**src/rtl/reduce_unit.sv**
```systemverilog
// reduce_unit: time-multiplexed N-operand sum/max/min reduction over shared combiner lanes
module reduce_unit #(
    parameter int N      = 7,
    parameter int W      = 10,
    parameter int LANES  = 1,
    parameter int SIGNED = 0,
    localparam int OW    = W + $clog2(N)
) (
    input  logic              clk,
    input  logic              rst,
    input  logic              r_enable,
    input  logic [1:0]        mode,
    input  logic [N*W-1:0]    operands,
    output logic              busy,
    output logic              w_enable,
    output logic [OW-1:0]     result
);
    localparam int LE = (LANES < N / 2) ? LANES : N / 2;
    localparam int MW = $clog2(N + 1);

    typedef enum logic [1:0] {IDLE, RUN, DONE} state_t;

    state_t          state, state_nxt;
    logic [OW-1:0]   slot [N];
    logic [OW-1:0]   ext  [N];
    logic [OW-1:0]   nxt  [N];
    logic [MW-1:0]   m, k, rem;
    logic [1:0]      mode_q;

    // ties keep a (lower-index operand); modes other than max/min add
    function automatic logic [OW-1:0] comb(input logic [OW-1:0] a, input logic [OW-1:0] b,
                                           input logic [1:0] md);
        logic gt, lt;
        gt = (SIGNED != 0) ? ($signed(b) > $signed(a)) : (b > a);
        lt = (SIGNED != 0) ? ($signed(b) < $signed(a)) : (b < a);
        return (md == 2'd1) ? (gt ? b : a) : (md == 2'd2) ? (lt ? b : a) : a + b;
    endfunction

    // widen each operand to the result width
    always_comb begin
        for (int i = 0; i < N; i++) begin
            if (SIGNED != 0) ext[i] = OW'($signed(operands[i*W +: W]));
            else ext[i] = OW'(operands[i*W +: W]);
        end
    end

    // one reduction step: fold k pairs into the low slots, slide the untouched tail down by k
    always_comb begin
        k   = ((m >> 1) < MW'(LE)) ? (m >> 1) : MW'(LE);
        rem = m - k;
        for (int j = 0; j < N; j++) begin
            nxt[j] = slot[j];
            for (int s = 1; s <= LE && j + s < N; s++)
                if (k == MW'(s) && MW'(j) < rem) nxt[j] = slot[j+s];
        end
        for (int j = 0; j < LE; j++)
            if (MW'(j) < k) nxt[j] = comb(slot[2*j], slot[2*j+1], mode_q);
    end

    // state register
    always_ff @(posedge clk or posedge rst) begin
        if (rst) state <= IDLE;
        else state <= state_nxt;
    end

    // a load always wins; RUN finishes on the step that leaves a single live slot
    always_comb begin
        state_nxt = state;
        if (r_enable) state_nxt = (N == 1) ? DONE : RUN;
        else if (state == RUN && rem == MW'(1)) state_nxt = DONE;
    end

    assign busy = (state == RUN);

    // operand slots, live count and published result
    always_ff @(posedge clk or posedge rst) begin
        if (rst) begin
            for (int i = 0; i < N; i++) slot[i] <= '0;
            m        <= '0;
            mode_q   <= '0;
            result   <= '0;
            w_enable <= 1'b0;
        end else if (r_enable) begin
            for (int i = 0; i < N; i++) slot[i] <= ext[i];
            m        <= MW'(N);
            mode_q   <= mode;
            w_enable <= (N == 1);
            if (N == 1) result <= ext[0];
        end else if (state == RUN) begin
            for (int i = 0; i < N; i++) slot[i] <= nxt[i];
            m <= rem;
            if (rem == MW'(1)) begin
                result   <= nxt[0];
                w_enable <= 1'b1;
            end
        end
    end
endmodule

```
**config.mk**
```make
export PLATFORM = sky130hd
export DESIGN_NAME = reduce_unit
export DESIGN_NICKNAME = d
export VERILOG_FILES = /design/src/rtl/reduce_unit.sv
export SDC_FILE = /design/constraint.sdc
export NUM_CORES = 1
export LEC_CHECK = 0
export ABC_AREA = 1
export CAP_MARGIN = 40
export CORE_MARGIN = 2
export CORE_UTILIZATION = 45
export DETAILED_ROUTE_END_ITERATION = 6
export GPL_ROUTABILITY_DRIVEN = 0
export GPL_TIMING_DRIVEN = 0
export MAX_ROUTING_LAYER = met4
export PLACE_DENSITY = 0.68
export SYNTH_ARGS = -nofsm -noshare
export SYNTH_HDL_FRONTEND = slang
export SYNTH_SLANG_ARGS = --single-unit
export TNS_END_PERCENT = 30
```
**constraint.sdc**
```tcl
create_clock -name clk -period 7.9 [get_ports clk]
set_input_delay 1.58 -clock clk [delete_from_list [all_inputs] [get_ports clk]]
set_output_delay 1.58 -clock clk [all_outputs]
set_load 0.1 [all_outputs]
```
* Word-level counts from Yosys, hierarchy flattened
Cells that the tools add are included.
** Cells by class
- Bitwise operators :: 1
- Reductions and logical operators :: 22
- Equality and inequality tests :: 5
- Muxes and demuxes :: 21
- $lt $le $gt $ge :: 10
- Add/sub/neg operators :: 2
** Operator list (count)
- 2-to-1 mux 91 bit :: 2
- 2-to-1 mux 13 bit :: 11
- nonzero test 2 bit :: 8
- adder 13 bit :: 1
- > comparator 13 bit :: 1
- less-than comparator 13 bit :: 1
- AND reduction 2 bit :: 6
- logical AND 1 bit :: 7
- == test 2 x 1 -> 1 bit (second input constant) :: 3
- less-than comparator 1 x 3 -> 1 bit (first input constant) :: 2
- less-than comparator 2 x 3 -> 1 bit (first input constant) :: 2
- less-than comparator 3 bit (first input constant) :: 2
- 2-to-1 mux 2 bit :: 3
- 2-to-1 mux 3 bit :: 2
- == test 3 x 1 -> 1 bit (second input constant) :: 1
- 2-to-1 mux 1 bit :: 3
- AND reduction 3 bit :: 1
- subtractor 3 x 2 -> 3 bit :: 1
- == test 2 bit (second input constant) :: 1
- less-than comparator 1 x 2 -> 1 bit (first input constant) :: 1
- less-than comparator 2 x 1 -> 1 bit (second input constant) :: 1
- NOT 1 bit :: 1
** Word-level totals
- Output and inout port bits :: 15
- Input port bits :: 75
- Register bits :: 112
- Logic and storage cells :: 73

* Logic depth before layout (Yosys ltp)
Gate-level depths: netlist of the first run.
- Depth after elaboration :: 9
- Mapped depth :: 18
- Depth with buffers taken out :: 18

* Worst setup path after synthesis of the first run
No wires, ideal clock.
- Path kind :: reg2out
- Start point :: register state[1]
- End point :: output busy
- Path buffers :: 0
- Arrival time :: 1246 ps
- Stages on the path, launching flop included :: 2
- Data required time :: 6320 ps
- Setup slack :: 5074 ps
- Cell sequence :: dfrtp_1 -> nor2_2
** Between the ends
- Word-level cells in the longest chain between the ends :: 1
** Ends and longest elaborated chain
- from (decl) :: RTL line 23 : state_t state, state_nxt;
- from (signal assigned) :: RTL line 63 : else state <= state_nxt;
- == test 2 x 1 -> 1 bit :: RTL line 73 : assign busy = (state == RUN);
- to (decl) :: RTL line 14 : output logic busy,
Every way passes these cells.

* Final worst setup path of the first run
- Start point :: register m[1]
- End point :: register result[0]
** Between the ends
- Word-level cells in the longest chain between the ends :: 7
** Ends and longest elaborated chain
- from (decl) :: RTL line 27 : logic [MW-1:0] m, k, rem;
- from (signal assigned) :: RTL line 85 : m <= MW'(N);
- from (signal assigned) :: RTL line 91 : m <= rem;
- less-than comparator 2 x 1 -> 1 bit :: RTL line 49 : k = ((m >> 1) < MW'(LE)) ? (m >> 1) : MW'(LE);
- 2-to-1 mux 2 bit :: RTL line 49
- subtractor 3 x 2 -> 3 bit :: RTL line 50 : rem = m - k;
- less-than comparator 1 x 3 -> 1 bit :: RTL line 54 : if (k == MW'(s) && MW'(j) < rem) nxt[j] = slot[j+s];
- logical AND 1 bit :: RTL line 54
- 2-to-1 mux 13 bit :: RTL line 54
- 2-to-1 mux 13 bit :: RTL line 57 : if (MW'(j) < k) nxt[j] = comb(slot[2*j], slot[2*j+1], mode_q);
- to (signal assigned) :: RTL line 88 : if (N == 1) result <= ext[0];
- to (signal assigned) :: RTL line 93 : result <= nxt[0];
- to (decl) :: RTL line 16 : output logic [OW-1:0] result
Several ways; a longest one is shown, not always the timed one.
A chain may end at the register's enable or synchronous reset.

==> flow_results.org, run 1 <==
** Routing
- Number of nets with antenna violations after detailed routing :: 0
- Signal routing reaches up to met4.
- Met1 routed wirelength after detailed routing :: ~6.9 mm
- First-pass DRT Iterations :: 7
- After detailed routing, the total wire length is between 15 and 20 mm.
- Detailed routing placed a total of just over 8 mm of wire on met2.
- In the detailed route, the total length drawn on met3 is a little under 1 mm.
- Across all layers, the routed design uses a little under 6000 vias.
- Post-detailed-route DRC marker count :: 1
- The detailed router finished its first iteration with approximately 410 violations.
- Using the TritonRoute via totals, the vias-per-cell ratio works out to between 5 and 6.
- Routed WL per cell :: ~15 microns

** Clock tree
- Clock tree from TritonCTS :: yes
- Number of buffers inserted for hold repair after clock tree synthesis :: 0
- The clock drives 99 sinks.
- TritonCTS buffer count :: 9
- CTS clock-pin slew for the worst setup and hold paths :: 0.07 ns
- Count of cells resized by post-cts repair :: 0
- Insertion delay of the later-clocked pin in the worst-skew pair :: between 0.3 and 0.4 ns
- In this run the clock root is driven by a sky130_fd_sc_hd__clkbuf_16.
- Post-CTS timing repair inserted 0 buffers for setup.
- The H-tree generated during clock tree synthesis spans 3 levels.
- The clock passes through at most 2 buffers.

** Synth
- Synthesized cell area :: 6040 sq um
- Synth async-reset ratio :: between 90% and 100%
- The synthesized netlist contains 35 unique library cells.
- Post-synth net total :: 946
- Synthesis handed over a netlist of between 800 and 900 instances.
- For this run, the leading register cell type out of synthesis is sky130_fd_sc_hd__dfrtp_1.
- Synth warn :: 0
- Average cell area after synthesis :: around 7.2 sq um
- Number of synthesized flops with an enable pin :: 0
- The synthesized design contains about 100 register bits.
- Sequential element share of the synthesized area :: approximately two fifths

** Placed design
- The wire-length estimate of the detail-placed layout is 13.2 mm.
- After detailed placement, the total cell area comes to 7400 sq um.
- Count of buffers inserted at the top-level ports :: slightly below 90
- Worst-case setup slack after placement :: between 4 and 5 ns

** Setup path
- The worst setup path is launched from a flip-flop.
- On the worst path, the slowest cell contributes a delay of 0.43 ns.
- The slowest stage of the critical path belongs to the cell sky130_fd_sc_hd__fa_1.
- The endpoint identified for the worst register-to-register timing path is result[0].
- Number of stages on the worst setup path :: 14
- The critical path goes through nor2_1, clkinv_1, ha_1, inv_1, fa_1, inv_1, nand2_1, nor2_1, nand2_1, nor2_1, inv_2, clkbuf_1, nand2_1, nand2_1.
- Critical Path RT :: 8.14 ns
- In this run the worst path has a maximum fanout of 10.
- STA classifies the critical path endpoint as a flip-flop.
- Cell with the most instances on the worst path :: sky130_fd_sc_hd__nand2_1
- The number of cells on the worst reg-to-reg path is 14.
- Data arrival time of the critical path :: approximately 3.8 ns
- Launching point of the worst reg2reg path :: m[1]
- Register-to-register setup slack :: 4.38 ns
- The worst setup path is of the flip-flop to flip-flop kind.
- The cell family contributing the most delay on the critical path is simple AND/OR/NAND/NOR gates.
- Counting both buffers and inverters, the worst setup path holds a total of 5.

** Timing
- For the pin with the worst max-slew slack, the measured transition is 0.668 ns.
- Worst max-slew margin expressed relative to the limit :: roughly 55%
- Count of final setup violators :: 0
- Setup repair after global routing left no endpoint under its margin.
- Setup slack closes at 4.38 ns.
- In the final timing run, aggregate negative setup slack is 0 ns.
- The final count of pins violating max slew came to 0.
- The clock arrives with about 0.0082 ns of skew.
- The final hold violation count was 0.
- Minimum clock period after layout :: about 3.5 ns
- Timing would allow up to 0.284 GHz.
- Hold Worst Slack :: around 0.47 ns
- Crit share post-route :: between 40% and 50%

** Job
- Across the run, the number of max-cap violations was 0.

** Finish
- After routing the design area is between 7000 and 8000 sq um.
- The number of antenna diodes in the final layout is 0.
- Of the cells placed in the final design, the portion with a size suffix greater than 1 is 6.33%.
- Relative to the synthesized area, the layout overhead comes to 27.1%.
- Number of nets in the final layout :: 1061

** Global route
- Across every metal layer, demand over resource in global routing totals 25.7%.
- Vias in the first global route :: between 5000 and 6000
- Initial antenna violation count :: 0
- The first global-routing pass estimated 28.1 mm of wire.
- Largest net degree at the start of global routing :: between 50 and 60
- For this run the aggregate overflow at the end of global routing stands at 0.

** Floorplan
- The die covers 14400 sq um.
- Placeable core region :: approximately 13000 sq um
- Ports :: 90
- Measured along the x axis, the die boundary spans 120 microns.
- Initial cell density of the core :: 45.8%
- The die is 120 microns tall.
- The floorplan has between 40 and 50 rows.

** Power
- For this design the ratio of total power to cell area is around 440 nW/um^2.
- In this run the static leakage power is between 3 and 4 nW.
- The worst-case IR drop observed on VDD is just under 200 uV.

** Min path
- Type of the worst min-delay path :: flip-flop to flip-flop
- The worst hold path was traced through 2 stages.
- Terminating pin of the worst hold path :: nxt[5]
- Startpoint of the most critical hold path :: nxt[5]

** Status
- The checks that failed: design-rule violations.
- Status :: complete, but fails checks
==> worst reg2reg max path: cells and delay by family, from the launching register on <==
kind | cells | cell delay (ns)
and+or+nand+nor | 7 | 1.20
buffers and inverters | 5 | 1.03
adders and majority gates | 2 | 0.76
DFF | 1 | 0.41
==> through the flow <==
stage	power (W)	std cells	utilization (%)
CTS	0.00337	1139	58.2
global placement	0.00279	1107	54.1
floorplan	0.00232	843	-
detailed placement	0.00294	1123	56.1
global route	0.00366	1139	58.2
finish	0.00337	1139	58.2
==> registers in the layout, summed over array words and instances (netlist names) <==
| name | cells |
|---|---|
| w_enable | 1 |
| m | 3 |
| mode_q | 2 |
| slot | 68 |
| state | 2 |
| result | 13 |
| nxt | 10 |
==> logic make-up after synthesis <==
| logic type | share of synthesized area [%] |
|---|---|
| adders and majority gates | 6.05 |
| and+or+nand+nor | 34.1 |
| other | 0.0621 |
| xor gates and xnor gates | 0.290 |
| buffers and inverters | 8.89 |
| DFF | 41.0 |
| AOI/OAI and AO/OA | 9.63 |
==> power breakdown <==
group	total, W	switching, W	internal [W]
Clock	0.000423	0.000198	0.000225
Combinational	0.00209	0.00136	0.000730
Sequential	0.000862	0.000144	0.000717
==> layout by cell type, fill, tap and decap left out, drive strengths merged, types with 3 or more instances in the layout <==
cell / synthesis / final
clkbuf: 20 / 32
clkinv: 4 / 4
o211ai: 13 / 13
nand2: 309 / 309
o21ai: 16 / 16
dfrtp: 99 / 99
nand4: 3 / 3
inv: 81 / 83
buf: 12 / 28
dlygate4sd1: 3 / 3
nor3: 4 / 4
clkdlybuf4s50: 0 / 88
nor2: 65 / 65
nand3: 111 / 111
a21oi: 39 / 39
a31oi: 19 / 19
ha: 26 / 26
a22oi: 8 / 8
nand3b: 3 / 3
==> cells in the mapped netlist (all sizes together), types with 2 or more instances <==
cell type	n	share of area, %
nand2	309	19
nand3	111	9.3
dfrtp	99	41
inv	81	5.0
nor2	65	4.2
a21oi	39	3.5
ha	26	5.4
clkbuf	20	1.8
a31oi	19	2.0
o21ai	16	1.3
o211ai	13	1.6
buf	12	1.4
a22oi	8	0.99
clkinv	4	0.25
nor3	4	0.50
dlygate4sd1	3	0.44
nand3b	3	0.37
nand4	3	0.31
fa	2	0.66
o21bai	2	0.25
==> cell type report <==
| type | count | area (sq um) |
|---|---|---|
| inverter | 85 | 322 |
| sequential | 99 | 2480 |
| clock buffer | 12 | 246 |
| clock inverter | 4 | 32.5 |
| tap | 176 | 220 |
| multi-input combinational | 624 | 3030 |
| fill | 1274 | 5520 |
| buffer | 35 | 218 |
| timing repair buffer | 104 | 1130 |
==> worst max path at each step <==
stage	endpoint	start	slack, ns
2_1_floorplan	m[0]	rst	3.73
3_3_place_gp	result[12]	rst	2.18
3_5_place_dp	result[5]	m[1]	4.49
4_1_cts	result[0]	m[1]	4.45
5_1_grt	result[0]	m[1]	4.19
6_report	result[0]	m[1]	4.38
==> routing by layer <==
| metal | vias to the layer above | track usage, % |
|---|---|---|
| met4 | 0 | 10.8 |
| li1 | 2937 | - |
| met2 | 200 | 43.9 |
| met1 | 2728 | 29.5 |
| met3 | 35 | 5.28 |
| met5 | - | - |
No activity file was read; power rests on OpenSTA's default activity.
==> run 2: changes to the inputs <==
- PLACE_DENSITY: 0.68 -> 0.71
- clock period: 7.9 -> 3.2 ns (I/O delays scaled with it)
==> flow_results.org, run 2 (synthesized netlist as in run 1, its figures left out) <==
** Routing
- Routed Wire Length :: 16.8 mm (was 16.9 mm)
- The initial DRC count was 383 (was 409).
- Routed WL per cell :: 14.7 microns (was 14.8 microns)
- The via count was 5924 (was 5900).
- The first-pass iteration count of the detailed router was 5 (was 7).
- The average vias per placed instance came to 5.20 (was 5.18).
- The DRC violation count after routing came to 0 (was 1).
- The number of nets with antenna violations after detailed routing was 0 (unchanged).

** Setup path
- Data arrival time of the critical path :: 3.25 ns (was 3.75 ns)
- Critical Path RT :: 3.49 ns (was 8.14 ns)
- The path type of the worst setup path is flip-flop to flip-flop (unchanged).
- Launching element type of the critical path :: flip-flop (unchanged)
- The element type at the critical path end is a flip-flop (unchanged).
- The critical-path maximum fanout was 15 (was 10).

** Placed design
- Count of buffers inserted at the top-level ports :: 88 (unchanged)
- Number of instances in the placed design :: 1125 (was 1123)
- The HPWL after detailed placement was 13.3 mm (was 13.2 mm).

** Finish
- The final antenna diode count is 0 (unchanged).
- Area added between synthesis and finish :: 27.6% (was 27.1%)
- The register name with the most flops is slot (unchanged).
- The most common cell after layout, fill and taps aside is sky130_fd_sc_hd__nand2_1 (unchanged).
- Most frequent cells in the layout: sky130_fd_sc_hd__nand2_1, sky130_fd_sc_hd__nand3_1, sky130_fd_sc_hd__dfrtp_1, sky130_fd_sc_hd__clkdlybuf4s50_1, sky130_fd_sc_hd__inv_1 (unchanged).
- Final core area utilization :: 58.4% (was 58.2%)
- Fraction of final layout cells sized beyond drive strength 1 :: 6.85% (was 6.33%)
- Number of nets in the final layout :: 1062 (was 1061)
- The flip-flop count of the largest register, all copies and words added is 68 (unchanged).
- The number of non-filler instances in the completed layout was 1140 (was 1139).

** Timing
- The final count of pins violating max slew was 0 (unchanged).
- Final-layout setup total negative slack :: 0 ns (unchanged)
- The slew of the pin with the lowest slew margin came to 0.612 ns (was 0.668 ns).
- RSZ-0062 raised after global routing: no (unchanged).
- The final hold violation count is 0 (unchanged).
- The final count of negative-setup-slack endpoints is 0 (unchanged).
- Largest clock skew in the final design :: 0.00702 ns (was 0.00817 ns)
- The worst hold margin is 0.475 ns (was 0.473 ns).
- The worst slew margin relative to its limit is 59.1% (was 55.4%).
- The clock period minus worst slack came to 2.95 ns (was 3.52 ns).
- The final cycle utilization of the critical path came to 92.3% (was 44.5%).
- The upper clock frequency limit was 0.339 GHz (was 0.284 GHz).

** Clock tree
- Number of buffers inserted for hold repair after clock tree synthesis :: 0 (unchanged)
- Clock tree from TritonCTS :: yes (unchanged)
- The worst-skew pair later-pin latency is 0.35 ns (about the same).
- Postcts setup bufs :: 0 (unchanged)
- Library cell used as clock root buffer :: sky130_fd_sc_hd__clkbuf_16 (unchanged)
- The number of sinks on the clock net is 99 (unchanged).
- The largest buffer count on any clock path was 2 (unchanged).
- Deepest level of the CTS H-tree :: 3 (unchanged)
- The number of buffers added by the clock tree synthesis step came to 9 (unchanged).
- The clock transition time at the flip-flop clock pins of the worst setup and hold paths came to 0.07 ns (about the same).

** Power
- The reported leakage power is 3.87 nW (was 3.86 nW).
- Cell-internal power :: 0.00410 W (was 0.00167 W)
- The share of total power in combinational logic came to 62.1% (was 61.9%).
- The clock network fraction of total power is 12.1% (was 12.6%).
- The switching power as a share of total power came to 50.4% (about the same).
- The peak supply drop came to 359 uV (was 192 uV).
- Pwr per Cell Area :: 1070 nW/um^2 (was 439 nW/um^2)
- Sequential power share :: 25.8% (was 25.6%)
- The power spent charging and discharging nets is 0.00417 W (was 0.00170 W).

** Floorplan
- Horizontal extent of the die :: 120 microns (unchanged)
- Die Span Y :: 120 microns (unchanged)
- Initial cell density of the core :: 45.8% (unchanged)
- Ports :: 90 (unchanged)
- Total die area :: 14400 sq um (unchanged)
- Placeable core region :: 13200 sq um (unchanged)
- Row Count :: 42 (unchanged)

** Global route
- Vias in the first global route :: 5807 (was 5840)
- The overall global routing resource usage was 25.6% (was 25.7%).
- The number of antenna violations at the first check in global routing was 0 (unchanged).
- The global-route wire length before repair was 27.8 mm (was 28.1 mm).
- The maximum number of pins on one net before global-route repair came to 31 (was 54).
- Remaining global-route overflow :: 0 (unchanged)

** Status
- Status: complete, no violations (was complete, but fails checks).

** Min path
- The class of the tightest hold or removal check is flip-flop to flip-flop (unchanged).

** Job
- Max-cap violations :: 0 (unchanged)
[run 2: cell types whose count changed in the layout (fill, tap and decap cells not counted), sizes merged]
cell,change
inv,-3
clkbuf,-3
buf,+2
clkinvlp,+1
clkinv,+4
[run 2: what timing repair did]
| action | CTS | global route |
|---|---|---|
| gates cloned | 0 | 0 |
| pin swaps | 0 | 0 |
| gates resized for setup | 1 | 1 |
| setup endpoints to repair | 10 | 13 |
[run 2: path summary, 6_finish.rpt]
| kind | startpoint | endpoint | slack, ns | depth (start not counted) |
|---|---|---|---|---|
| setup / recovery | m[1] | result[12] | 0.25 | 14 |
| hold / removal | nxt[5] | nxt[5] | 0.48 | 2 |
| setup reg to reg | m[1] | result[12] | 0.25 | 14 |
| hold reg to reg | nxt[5] | nxt[5] | 0.48 | 2 |
| max in group asynchronous | rst | result[6] | 1.59 | 5 |
| min in group asynchronous | rst | slot[31] | 0.68 | 2 |
[run 2: final cells by class]
class,instances,area (sq um)
clock inverter,6,42.5
inverter,85,324
tap,176,220
multi-input combinational,624,3030
fill,1254,5480
buffer,34,214
sequential,99,2480
timing repair buffer,106,1170
clock buffer,10,229
[run 2: power by group through the flow]
stage	Sequential [W]	Clock (W)	Combinational, W
2_1_floorplan	0.00266	0	0.00307
3_3_place_gp	0.00214	0	0.00474
3_5_place_dp	0.00215	0	0.00510
4_1_cts	0.00213	0.00102	0.00512
5_1_grt	0.00220	0.00108	0.00572
6_report	0.00213	0.00100	0.00514
[run 2: layer usage]
layer  wire, microns  track usage, %
met4             549            11.4
met5               0               -
met2            8450            42.8
met1            6820            29.9
met3             988            5.13
[run 2: worst max-delay path: stages (launching register included)]
cell and delay (ns):
sky130_fd_sc_hd__dfrtp_1 0.43, sky130_fd_sc_hd__nor2_2 0.23, sky130_fd_sc_hd__clkinv_2 0.22, sky130_fd_sc_hd__ha_1 0.24, sky130_fd_sc_hd__inv_1 0.07, sky130_fd_sc_hd__fa_1 0.44
sky130_fd_sc_hd__inv_1 0.09, sky130_fd_sc_hd__nand2_1 0.12, sky130_fd_sc_hd__nor2_1 0.15, sky130_fd_sc_hd__nand2_1 0.11, sky130_fd_sc_hd__nor2_1 0.32, sky130_fd_sc_hd__inv_2 0.24
sky130_fd_sc_hd__nor2_1 0.14, sky130_fd_sc_hd__nand2_1 0.06, sky130_fd_sc_hd__nand2_1 0.05
[run 2: through the flow]
| step | area [sq um] | worst slack [ns] | total power [W] |
|---|---|---|---|
| after global routing | 7710 | 0.0436 | 0.00900 |
| after CTS | 7710 | 0.216 | 0.00827 |
| final | 7710 | 0.246 | 0.00827 |
| after floorplan | 6040 | 0.596 | 0.00573 |
| after detailed placement | 7440 | -0.139 | 0.00724 |
| after global placement | 7140 | -0.128 | 0.00688 |
